[src/rtl/fifo_sync_param.sv]
// Parametrised single-clock FIFO with fill count, threshold flags, sticky
// error flags, synchronous flush and selectable first-word-fall-through reads.
module fifo_sync_param #(
  parameter int unsigned DSIZE    = 8,
  parameter int unsigned ASIZE    = 4,
  parameter int unsigned AF_LEVEL = 14,
  parameter int unsigned AE_LEVEL = 2,
  parameter int unsigned FWFT     = 0
) (
  input  logic             clk,
  input  logic             rst,
  input  logic             wr_inc,
  input  logic [DSIZE-1:0] d_input,
  input  logic             rd_inc,
  output logic [DSIZE-1:0] d_output,
  input  logic             flush,
  input  logic             clr_err,
  output logic             wr_full,
  output logic             rd_empty,
  output logic             almost_full,
  output logic             almost_empty,
  output logic [ASIZE:0]   fill_count,
  output logic             overflow,
  output logic             underflow
);

  localparam int unsigned DEPTH = 1 << ASIZE;
  localparam int unsigned CW    = ASIZE + 1;

  logic [DSIZE-1:0] mem_q [DEPTH];

  logic [ASIZE-1:0] wptr_q, wptr_d;
  logic [ASIZE-1:0] rptr_q, rptr_d;
  logic [CW-1:0]    count_q, count_d;
  logic [DSIZE-1:0] dout_q, dout_d;
  logic             ovf_q, ovf_d;
  logic             unf_q, unf_d;
  logic             wr_acc, rd_acc;

  // Flags decode only the registered count, so requests never reach them combinationally.
  assign wr_full      = (count_q == CW'(DEPTH));
  assign rd_empty     = (count_q == '0);
  assign almost_full  = (count_q >= CW'(AF_LEVEL));
  assign almost_empty = (count_q <= CW'(AE_LEVEL));
  assign fill_count   = count_q;
  assign overflow     = ovf_q;
  assign underflow    = unf_q;

  // Next-state for pointers, count, read register and sticky errors; flush overrides requests.
  always_comb begin
    wr_acc  = wr_inc & ~wr_full & ~flush;
    rd_acc  = rd_inc & ~rd_empty & ~flush;
    wptr_d  = wptr_q;
    rptr_d  = rptr_q;
    count_d = count_q;
    dout_d  = dout_q;
    ovf_d   = (ovf_q & ~clr_err) | (wr_inc & wr_full & ~flush);
    unf_d   = (unf_q & ~clr_err) | (rd_inc & rd_empty & ~flush);
    if (flush) begin
      wptr_d  = '0;
      rptr_d  = '0;
      count_d = '0;
    end else begin
      if (wr_acc) wptr_d = wptr_q + ASIZE'(1);
      if (rd_acc) begin
        rptr_d = rptr_q + ASIZE'(1);
        dout_d = mem_q[rptr_q];
      end
      case ({wr_acc, rd_acc})
        2'b10:   count_d = count_q + CW'(1);
        2'b01:   count_d = count_q - CW'(1);
        default: count_d = count_q;
      endcase
    end
  end

  // Control state register with asynchronous active-low reset.
  always_ff @(posedge clk or negedge rst) begin
    if (!rst) begin
      wptr_q  <= '0;
      rptr_q  <= '0;
      count_q <= '0;
      dout_q  <= '0;
      ovf_q   <= 1'b0;
      unf_q   <= 1'b0;
    end else begin
      wptr_q  <= wptr_d;
      rptr_q  <= rptr_d;
      count_q <= count_d;
      dout_q  <= dout_d;
      ovf_q   <= ovf_d;
      unf_q   <= unf_d;
    end
  end

  // Storage array; contents are not reset, only the pointers are.
  always_ff @(posedge clk) begin
    if (wr_acc) mem_q[wptr_q] <= d_input;
  end

  // Read data: registered pop result, or the live head word in FWFT mode.
  always_comb begin
    if (FWFT != 0) d_output = rd_empty ? '0 : mem_q[rptr_q];
    else           d_output = dout_q;
  end

endmodule

[config.mk]
export PLATFORM = sky130hd
export DESIGN_NAME = fifo_sync_param
export DESIGN_NICKNAME = d
export VERILOG_FILES = /design/src/rtl/fifo_sync_param.sv
export SDC_FILE = /design/constraint.sdc
export NUM_CORES = 1
export LEC_CHECK = 0
export ABC_AREA = 1
export CAP_MARGIN = 10
export CORE_ASPECT_RATIO = 1.5
export CORE_MARGIN = 2
export CORE_UTILIZATION = 30
export CTS_CLUSTER_SIZE = 40
export DETAILED_ROUTE_END_ITERATION = 7
export GPL_TIMING_DRIVEN = 0
export PLACE_DENSITY = 0.51
export REMOVE_ABC_BUFFERS = 1
export SYNTH_ARGS = -nofsm -noshare
export SYNTH_HDL_FRONTEND = slang
export SYNTH_SLANG_ARGS = --single-unit
[constraint.sdc]
create_clock -name clk -period 4.96 [get_ports clk]
set_clock_uncertainty 0.05 [all_clocks]
set_input_delay 0.992 -clock clk [delete_from_list [all_inputs] [get_ports clk]]
set_output_delay 0.992 -clock clk [all_outputs]
set_load 0.01 [all_outputs]
==> reports/qor.txt, run 1 <==
status -> finished clean
Critical R2R Launch -> rptr_q[0]$_DFFE_PN0P_
pwr/cell area -> 517 nW/um^2
Unique masters post-synth -> 30
clock transition at the registers of the reported paths -> 70 ps
Yosys warning count -> 0
routed len/inst -> 19.1 um
first-pass GRT wire length -> 23800 um
die width -> 122 um
min Tclk post-route -> 3080 ps
# rows -> 64
final hold violations -> 0
endpoints failing setup -> 0
Mean Syn Cell Area -> 12.3 um^2
part of the cycle the worst path needs -> 62.1%
cts bufs inserted -> 17
Post-Layout Cell Count -> 812
worst hold-check path type -> reg -> reg
CP Launch Type -> primary input
Syn Inst Count -> 508
Setup Buffers After CTS -> 0
count of flip-flops with a built-in enable after synthesis -> 128
sw power -> 1.22 mW
core footprint -> 20400 um^2
WP data required -> 4950 ps
initial DRC count -> 317
Tot GR Track Use -> 14.8%
Resized cells post-CTS -> 0
Synth Flop Type -> edfxtp_1
WL final -> 15500 um
largest net degree at the start of global routing -> 67
Flop pwr share -> 40.8%
slew of the pin with the lowest slew margin -> 1120 ps
Crit. Startpoint -> wr_inc
synthesized flop and latch total -> 151
global route overflow -> 0
placed insts -> 779
Die Ht -> 181 um
Hold Buf Count CTS -> 0
Hold WS -> 492 ps
CTS H-Tree Depth -> 4
Cell Area, Synth -> 6250 um^2
DR pass1 iterations -> 8
LEAKAGE -> 2.53 nW
layout filler cell count -> 1936
IO Port Bufs -> 32
sequential area share after synthesis -> 70.8%
Final Wtd Congestion -> 0.833
relative slew slack -> 25.4%
ant diodes -> 0
Peak VDD IR -> 230 uV
Int Pwr -> 2.62 mW
clock sinks -> 151
Max Cap Violations -> 0
Worst Hold Launch -> overflow$_DFF_PN0_
pins over their slew limit -> 0
Antenna Nets Post-Route -> 0
Critical Path End Type -> flip-flop
Final TNS setup -> 0 ps
Boundary Pins -> 33
Root Buffer -> clkbuf_16
CP Data Arrival Time -> 3070 ps
post-synthesis async set-or-reset flop share -> 15.2%
Starting Density -> 30.6%
fin nets -> 556
combinational share of power -> 24.6%
CP max FO -> 8
Clk network pwr share -> 34.6%
Max Root-Sink Buffers -> 2
DR vias -> 4180
Tot Pwr -> 3.84 mW
f_max -> 325 MHz
drt drc -> 0
vias in the first global route -> 4232
Net Sw Frac -> 31.7%
DR vias/cell -> 5.15
initial antenna violation count -> 0
Worst-Skew Late Latency -> 430 ps
die area -> 22000 um^2
share of layout cells above drive strength 1 -> 8.76%
RSZ-0062 raised after global routing -> no
Syn-to-layout area delta -> 18.8%
CTS tree -> yes
hpwl dp -> 9910 um
kind of critical path -> in -> reg
-- placed cells by master, fill, tap and decap left out, types with 3 or more instances in the layout --
cell	count
dfrtp_1	22
nand2_1	36
o22ai_1	11
clkdlybuf4s50_1	32
o211ai_1	10
clkbuf_16	20
a31oi_1	8
o21ai_0	75
inv_4	3
nand3_1	18
ha_1	7
o21ai_1	3
inv_1	24
nor2_1	93
clkinv_4	4
nor2_2	3
edfxtp_1	128
inv_2	4
o221ai_1	22
-- path summary, 6_finish.rpt --
kind / endpoint / slack [ps] / cells past startpoint
max: mem_q[12][5]$_DFFE_PP_ / 1880 / 7
min: overflow$_DFF_PN0_ / 490 / 2
max reg2reg: d_output[2]$_DFFE_PN0P_ / 2310 / 6
min reg2reg: overflow$_DFF_PN0_ / 490 / 2
max in group asynchronous: rptr_q[0]$_DFFE_PN0P_ / 3020 / 1
min in group asynchronous: rptr_q[1]$_DFFE_PN0P_ / 1110 / 1
-- power by group through the flow --
stage                     combinational (mW)  clock [mW]  sequential, mW
after floorplan                        0.481           0            1.61
after global placement                 0.844           0            1.65
after detailed placement               0.940           0            1.61
after CTS                              0.941        1.34            1.58
after global routing                    1.06        1.40            1.58
final                                  0.946        1.33            1.57
-- layout make-up --
cell class                      count  area, um^2  share of cell area, %
Inverter                           29         109                   1.47
Tap cell                          264         330                   4.45
Sequential cell                   151        4420                   59.6
Multi-Input combinational cell    302        1580                   21.4
Clock inverter                     10         101                   1.37
Timing Repair Buffer               34         355                   4.79
Clock buffer                       22         518                   6.98
-- through the flow --
step | utilization (%) | setup slack (ps) | area (um^2)
after floorplan | - | 2400 | 6110
after global placement | 33.1 | 934 | 6760
after detailed placement | 33.2 | 1430 | 6780
after CTS | 36.3 | 1730 | 7400
after global routing | 36.3 | 1730 | 7420
final | 36.3 | 1880 | 7420
-- sequential cells by signal, summed over array words and instances (netlist names) --
name        flops
overflow        1
fill_count      5
mem_q         128
underflow       1
d_output        8
rptr_q          4
wptr_q          4
-- cells by family after synthesis --
| kind of cell | Yosys count | synth area share (%) |
|---|---|---|
| and+or+nand+nor | 160 | 10.8 |
| AOI/OAI and AO/OA | 133 | 12.9 |
| adders and majority gates | 7 | 1.40 |
| xor gates and xnor gates | 2 | 0.280 |
| buffers and inverters | 55 | 3.89 |
| DFF | 151 | 70.8 |
-- cell usage after synthesis (3+ instances only) --
cell type / instances / area [um^2]
clkbuf_1: 14 / 52.6
ha_1: 7 / 87.6
o21ai_0: 75 / 375
nand2_1: 36 / 135
o21ai_1: 3 / 15.0
edfxtp_1: 128 / 3840
a31oi_1: 8 / 50.1
buf_4: 6 / 45.0
inv_2: 4 / 15.0
nor2_1: 93 / 349
nor2_2: 3 / 18.8
inv_1: 24 / 90.1
o22ai_1: 11 / 68.8
nand3_1: 18 / 90.1
buf_2: 5 / 25.0
o211ai_1: 10 / 75.1
o221ai_1: 22 / 193
dfrtp_1: 23 / 576
-- worst max-delay path, cell delays in order --
cell and delay (ps):
clkdlybuf4s50_1 510, inv_1 50, nor2_1 200, nand2_4 120, inv_1 180, nand2_1 170
nor2_1 850
-- routing by layer --
metal | track usage, % | vias up | wire length, um
met4 | 8.23 | 0 | 613
met1 | 16.3 | 2108 | 5940
met2 | 25.7 | 123 | 8300
met3 | 3.54 | 34 | 693
met5 | 0 | - | 0
li1 | - | 1915 | -
No activity file was read; power rests on OpenSTA's default activity.
==> run 2: changes to the inputs <==
--- a/config.mk
+++ b/config.mk
@@ -13,7 +13,7 @@
 export CTS_CLUSTER_SIZE = 40
 export DETAILED_ROUTE_END_ITERATION = 7
 export GPL_TIMING_DRIVEN = 0
-export PLACE_DENSITY = 0.51
+export PLACE_DENSITY = 0.52
 export REMOVE_ABC_BUFFERS = 1
 export SYNTH_ARGS = -nofsm -noshare
 export SYNTH_HDL_FRONTEND = slang
==> constraint.sdc (replaced) <==
create_clock -name clk -period 2.7 [get_ports clk]
set_clock_uncertainty 0.05 [all_clocks]
set_input_delay 0.54 -clock clk [delete_from_list [all_inputs] [get_ports clk]]
set_output_delay 0.54 -clock clk [all_outputs]
set_load 0.01 [all_outputs]
==> run 2 against run 1 <==
Via count decreased by 2.2%. Register-to-register slack got worse by 2100 ps. Setup slack got worse by 1800 ps. Critical path depth unchanged. Sequential power increased by 86%. Sequential share of layout area increased by 0.12 points. Clock power increased by 81%. Routed wire length about the same. Hold slack got worse by 4.7 ps. Non-clock buffer count decreased by 1. Sequential cell count unchanged.
==> reports/qor.txt, run 2 (same netlist as run 1, synthesis figures left out) <==
pwr/cell area -> 950 nW/um^2
Syn-to-layout area delta -> 18.6%
part of the cycle the worst path needs -> 97.1%
CTS tree -> yes
clock transition at the registers of the reported paths -> 60 ps
clock sinks -> 151
Peak VDD IR -> 486 uV
CTS H-Tree Depth -> 4
r2r setup slk -> 260 ps
drt drc -> 0
CP max FO -> 8
DR vias/cell -> 5.04
Antenna Nets Post-Route -> 0
status -> finished clean
commonest cells after routing, fill and taps aside -> edfxtp_1, nor2_1, o21ai_0
Hold Buf Count CTS -> 0
Setup Buffers After CTS -> 0
WP data required -> 2680 ps
Tot GR Track Use -> 14.4%
CP max stage cell -> nor2_1
Critical R2R Launch -> fill_count[1]$_DFFE_PN0P_
# rows -> 64
WP buf/inv -> 3
crit path to -> mem_q[15][6]$_DFFE_PP_
M1 GR Usage -> 16.2%
final hold violations -> 0
min Tclk post-route -> 2620 ps
endpoints failing setup -> 0
pins over their slew limit -> 0
crit-path leading delay family -> simple AND/OR/NAND/NOR gates
CP Data Arrival Time -> 2600 ps
Final TNS setup -> 0 ps
Worst-Skew Late Latency -> 410 ps
core footprint -> 20400 um^2
Root Buffer -> clkbuf_16
initial DRC count -> 261
max FFs per register -> 128
M2 GR Usage -> 26.1%
most common cell after layout, fill and taps aside -> edfxtp_1
Max Cap Violations -> 0
ant diodes -> 0
f_max -> 382 MHz
DR vias -> 4086
routed len/inst -> 19.2 um
IO Port Bufs -> 32
reg2reg end -> mem_q[15][6]$_DFFE_PP_
Crit. Startpoint -> wr_inc
Critical Path, Cell by Cell -> clkdlybuf4s50_1 > inv_1 > nor2_1 > nand2_4 > inv_1 > nand2_1 > nor2_1
vias in the first global route -> 4150
Final Wtd Congestion -> 0.718
Final Util -> 36.3%
slowest stage delay, CP -> 840 ps
Top reg by flops -> mem_q
relative slew slack -> 24.7%
CP Depth -> 7
kind of critical path -> in -> reg
met3 GRT Util -> 2.62%
Hold WS -> 487 ps
die width -> 122 um
Most Crowded Layer GR -> met2
hpwl dp -> 9790 um
Register-to-Register Path Depth -> 6
Max Root-Sink Buffers -> 2
worst hold-check path type -> reg -> reg
DR pass1 iterations -> 4
Critical Path End Type -> flip-flop
global route overflow -> 0
fin nets -> 556
WL final -> 15600 um
slew of the pin with the lowest slew margin -> 1130 ps
initial antenna violation count -> 0
Die Ht -> 181 um
largest net degree at the start of global routing -> 67
LEAKAGE -> 2.50 nW
RSZ-0062 raised after global routing -> no
share of layout cells above drive strength 1 -> 9.32%
CP Launch Type -> primary input
Starting Density -> 30.6%
die area -> 22000 um^2
first-pass GRT wire length -> 23600 um
cts bufs inserted -> 17
Boundary Pins -> 33
[run 2: changes by cell type in the layout (fill, tap and decap cells not counted), moves of 2 or more]
cell and delta:
nor2_2 +2, clkbuf_16 -3, clkinvlp_4 +4, bufinv_16 +2, inv_4 -2, nor2_1 -2
[run 2: worst min path at each step]
stage                         from                 endpoint  slack [ps]  depth (start not counted)
2_1_floorplan                  rst  d_output[0]$_DFFE_PN0P_         190                          0
3_3_place_gp   underflow$_DFF_PN0_      underflow$_DFF_PN0_         470                          2
3_5_place_dp   underflow$_DFF_PN0_      underflow$_DFF_PN0_         480                          2
4_1_cts        underflow$_DFF_PN0_      underflow$_DFF_PN0_         490                          2
5_1_grt        underflow$_DFF_PN0_      underflow$_DFF_PN0_         530                          2
6_report       underflow$_DFF_PN0_      underflow$_DFF_PN0_         490                          2
[run 2: power breakdown]
group          internal, mW  switching [mW]
Sequential             2.68           0.245
Combinational         0.660            1.04
Clock                  1.46           0.953
[run 2: timing repair]
action	in CTS	in global routing
pin swaps	0	0
endpoints found under the setup margin	8	24
resized for setup	2	5
cloned	0	1
[run 2: layout make-up]
class,instances,area (um^2)
fillers,1957,13000
flip-flops and latches,151,4420
multi-input cells,302,1590
clock buffers,17,425
repair buffers,33,340
well taps,264,330
clock inverters,14,175
inverters,29,115
repair inverters,1,7.51
[run 2: worst reg2reg max path, cell delays in order (launching register included)]
cell	delay [ps]
dfrtp_1	500
nor2_2	100
nand3_2	130
nand2_4	110
inv_1	170
nand2_1	160
nor2_1	840
[run 2: routing by layer]
layer | vias to the layer above | routed length [um]
met5 | - | 0
met4 | 0 | 197
met3 | 11 | 670
met2 | 108 | 8680
met1 | 2054 | 6000
li1 | 1913 | -
[run 2: metrics by stage]
step,cell area (um^2),std cells,power [mW],setup WS (ps)
floorplan,6110,482,3.84,135
global placement,6760,778,4.58,-1240
detailed placement,6780,779,4.67,-454
CTS,7390,810,7.07,42.7
global route,7410,811,7.39,2.65
finish,7410,811,7.03,78.9
==> run 3: changes to the inputs <==
--- a/config.mk
+++ b/config.mk
@@ -6,7 +6,7 @@
 export NUM_CORES = 1
 export LEC_CHECK = 0
 export ABC_AREA = 1
-export CAP_MARGIN = 10
+export CAP_MARGIN = 20
 export CORE_ASPECT_RATIO = 1.5
 export CORE_MARGIN = 2
 export CORE_UTILIZATION = 30
==> run 3 against run 2 <==
Sequential share of layout area is 0.41 points lower. Combinational power up 4%. Cell count rose by 0.49%. Hold slack worse by 73 ps. Non-clock buffer count rose by 4. Critical path depth unchanged. Die area did not move. Via count rose by 2.2%. Sequential cell count is the same. Clock power is 8% lower. Global-route usage about the same.
==> reports/qor.txt, run 3 (same netlist as run 1, synthesis figures left out) <==
status -> finished clean
Tot GR Track Use -> 14.5%
Syn-to-layout area delta -> 19.4%
pwr/cell area -> 921 nW/um^2
fin area -> 7450 um^2
Clk network pwr share -> 32.2%
vias in the first global route -> 4162
f_max -> 383 MHz
core footprint -> 20400 um^2
ant diodes -> 0
Setup Buffers After CTS -> 0
relative slew slack -> 26.0%
Placed Area -> 6810 um^2
most common cell after layout, fill and taps aside -> edfxtp_1
crit-path leading delay family -> simple AND/OR/NAND/NOR gates
share of layout cells above drive strength 1 -> 9.26%
hpwl dp -> 9850 um
RSZ-0062 raised after global routing -> no
cts bufs inserted -> 17
DR vias/cell -> 5.12
first-pass GRT wire length -> 23700 um
Max Root-Sink Buffers -> 2
clock sinks -> 151
Antenna Nets Post-Route -> 0
max FFs per register -> 128
CP max FO -> 8
routed len/inst -> 18.9 um
Max Cap Violations -> 0
CP Data Arrival Time -> 2590 ps
slew of the pin with the lowest slew margin -> 1110 ps
final hold violations -> 0
largest net degree at the start of global routing -> 67
Final Util -> 36.5%
Top reg by flops -> mem_q
initial DRC count -> 280
CTS H-Tree Depth -> 4
global route overflow -> 0
kind of critical path -> in -> reg
slowest stage delay, CP -> 860 ps
LEAKAGE -> 2.52 nW
Die Ht -> 181 um
Starting Density -> 30.6%
Root Buffer -> clkbuf_16
layout filler cell count -> 1925
WL final -> 15400 um
min Tclk post-route -> 2610 ps
drt drc -> 0
initial antenna violation count -> 0
sw power -> 2.22 mW
IO Port Bufs -> 32
Final Wtd Congestion -> 0.718
CP max stage cell -> nor2_1
Worst-Skew Late Latency -> 410 ps
Peak VDD IR -> 424 uV
CP Launch Type -> primary input
clock transition at the registers of the reported paths -> 60 ps
commonest cells after routing, fill and taps aside -> edfxtp_1, nor2_1, o21ai_0
die area -> 22000 um^2
worst hold-check path type -> in -> async
WP buf/inv -> 3
DR pass1 iterations -> 5
fin nets -> 559
die width -> 122 um
combinational share of power -> 25.6%
Int Pwr -> 4.65 mW
Critical Path, Cell by Cell -> clkdlybuf4s50_1 > inv_1 > nor2_1 > nand2_4 > inv_1 > nand2_1 > nor2_1
endpoints failing setup -> 0
CTS tree -> yes
pins over their slew limit -> 0
Flop pwr share -> 42.2%
DR vias -> 4174
WP data required -> 2680 ps
# rows -> 64
part of the cycle the worst path needs -> 96.6%
Boundary Pins -> 33
Net Sw Frac -> 32.3%
Critical Path End Type -> flip-flop
run 3: repair_timing:
action,4_1_cts,5_1_grt
hold endpoints to repair,0,0
hold buffers,0,0
setup endpoints to repair,1,5
resized for setup,1,1
gates cloned,0,0
run 3: worst register-to-register path, stage by stage, from the launching register on:
cell and delay (ps):
dfrtp_1 500, nor2_2 100, nand3_2 130, nand2_4 110, inv_1 160, nand2_1 150, nor2_1 860
run 3: through the flow:
step	hold WS (ps)	worst slack [ps]	power, mW	cells	TNS [ps]
2_1_floorplan	194	135	3.84	482	0
3_3_place_gp	467	-1240	4.58	778	-41430
3_5_place_dp	479	-350	4.69	780	-33300
4_1_cts	490	53.7	6.90	812	0
5_1_grt	434	1.11	7.24	815	0
6_report	414	92.3	6.87	815	0
run 3: power by group through the flow:
stage | Clock, mW | Sequential (mW) | Combinational (mW)
finish | 2.21 | 2.90 | 1.76
global route | 2.34 | 2.93 | 1.97
CTS | 2.25 | 2.90 | 1.74
detailed placement | 0 | 2.95 | 1.74
global placement | 0 | 3.02 | 1.56
floorplan | 0 | 2.96 | 0.884
run 3: layer usage:
layer	GRT usage, %	part of all wire [%]	vias to the layer above	wire, um
li1	-	-	1927	-
met1	16.4	38	2063	5920
met2	25.9	53	149	8130
met3	2.56	5.2	35	796
met4	6.94	3.5	0	532
met5	0	0	-	0
run 3: final cells by class:
type	instances	area (um^2)	area share, %
Clock buffer	18	429	5.76
Clock inverter	14	126	1.70
Inverter	29	111	1.49
Multi-Input combinational cell	302	1590	21.3
Sequential cell	151	4420	59.3
Tap cell	264	330	4.43
Timing Repair Buffer	37	450	6.04
run 3: path summary, 6_finish.rpt:
path                            cells after the start  slack [ps]                   endpoint                      start
max in group asynchronous                           2        1720      rptr_q[0]$_DFFE_PN0P_                        rst
worst max register to register                      6         260      mem_q[6][6]$_DFFE_PP_  fill_count[1]$_DFFE_PN0P_
worst max-delay path                                7          90      mem_q[6][6]$_DFFE_PP_                     wr_inc
worst min register to register                      2         490        underflow$_DFF_PN0_        underflow$_DFF_PN0_
min in group clk                                    2         490        underflow$_DFF_PN0_        underflow$_DFF_PN0_
worst min-delay path                                1         410  fill_count[0]$_DFFE_PN0P_                        rst
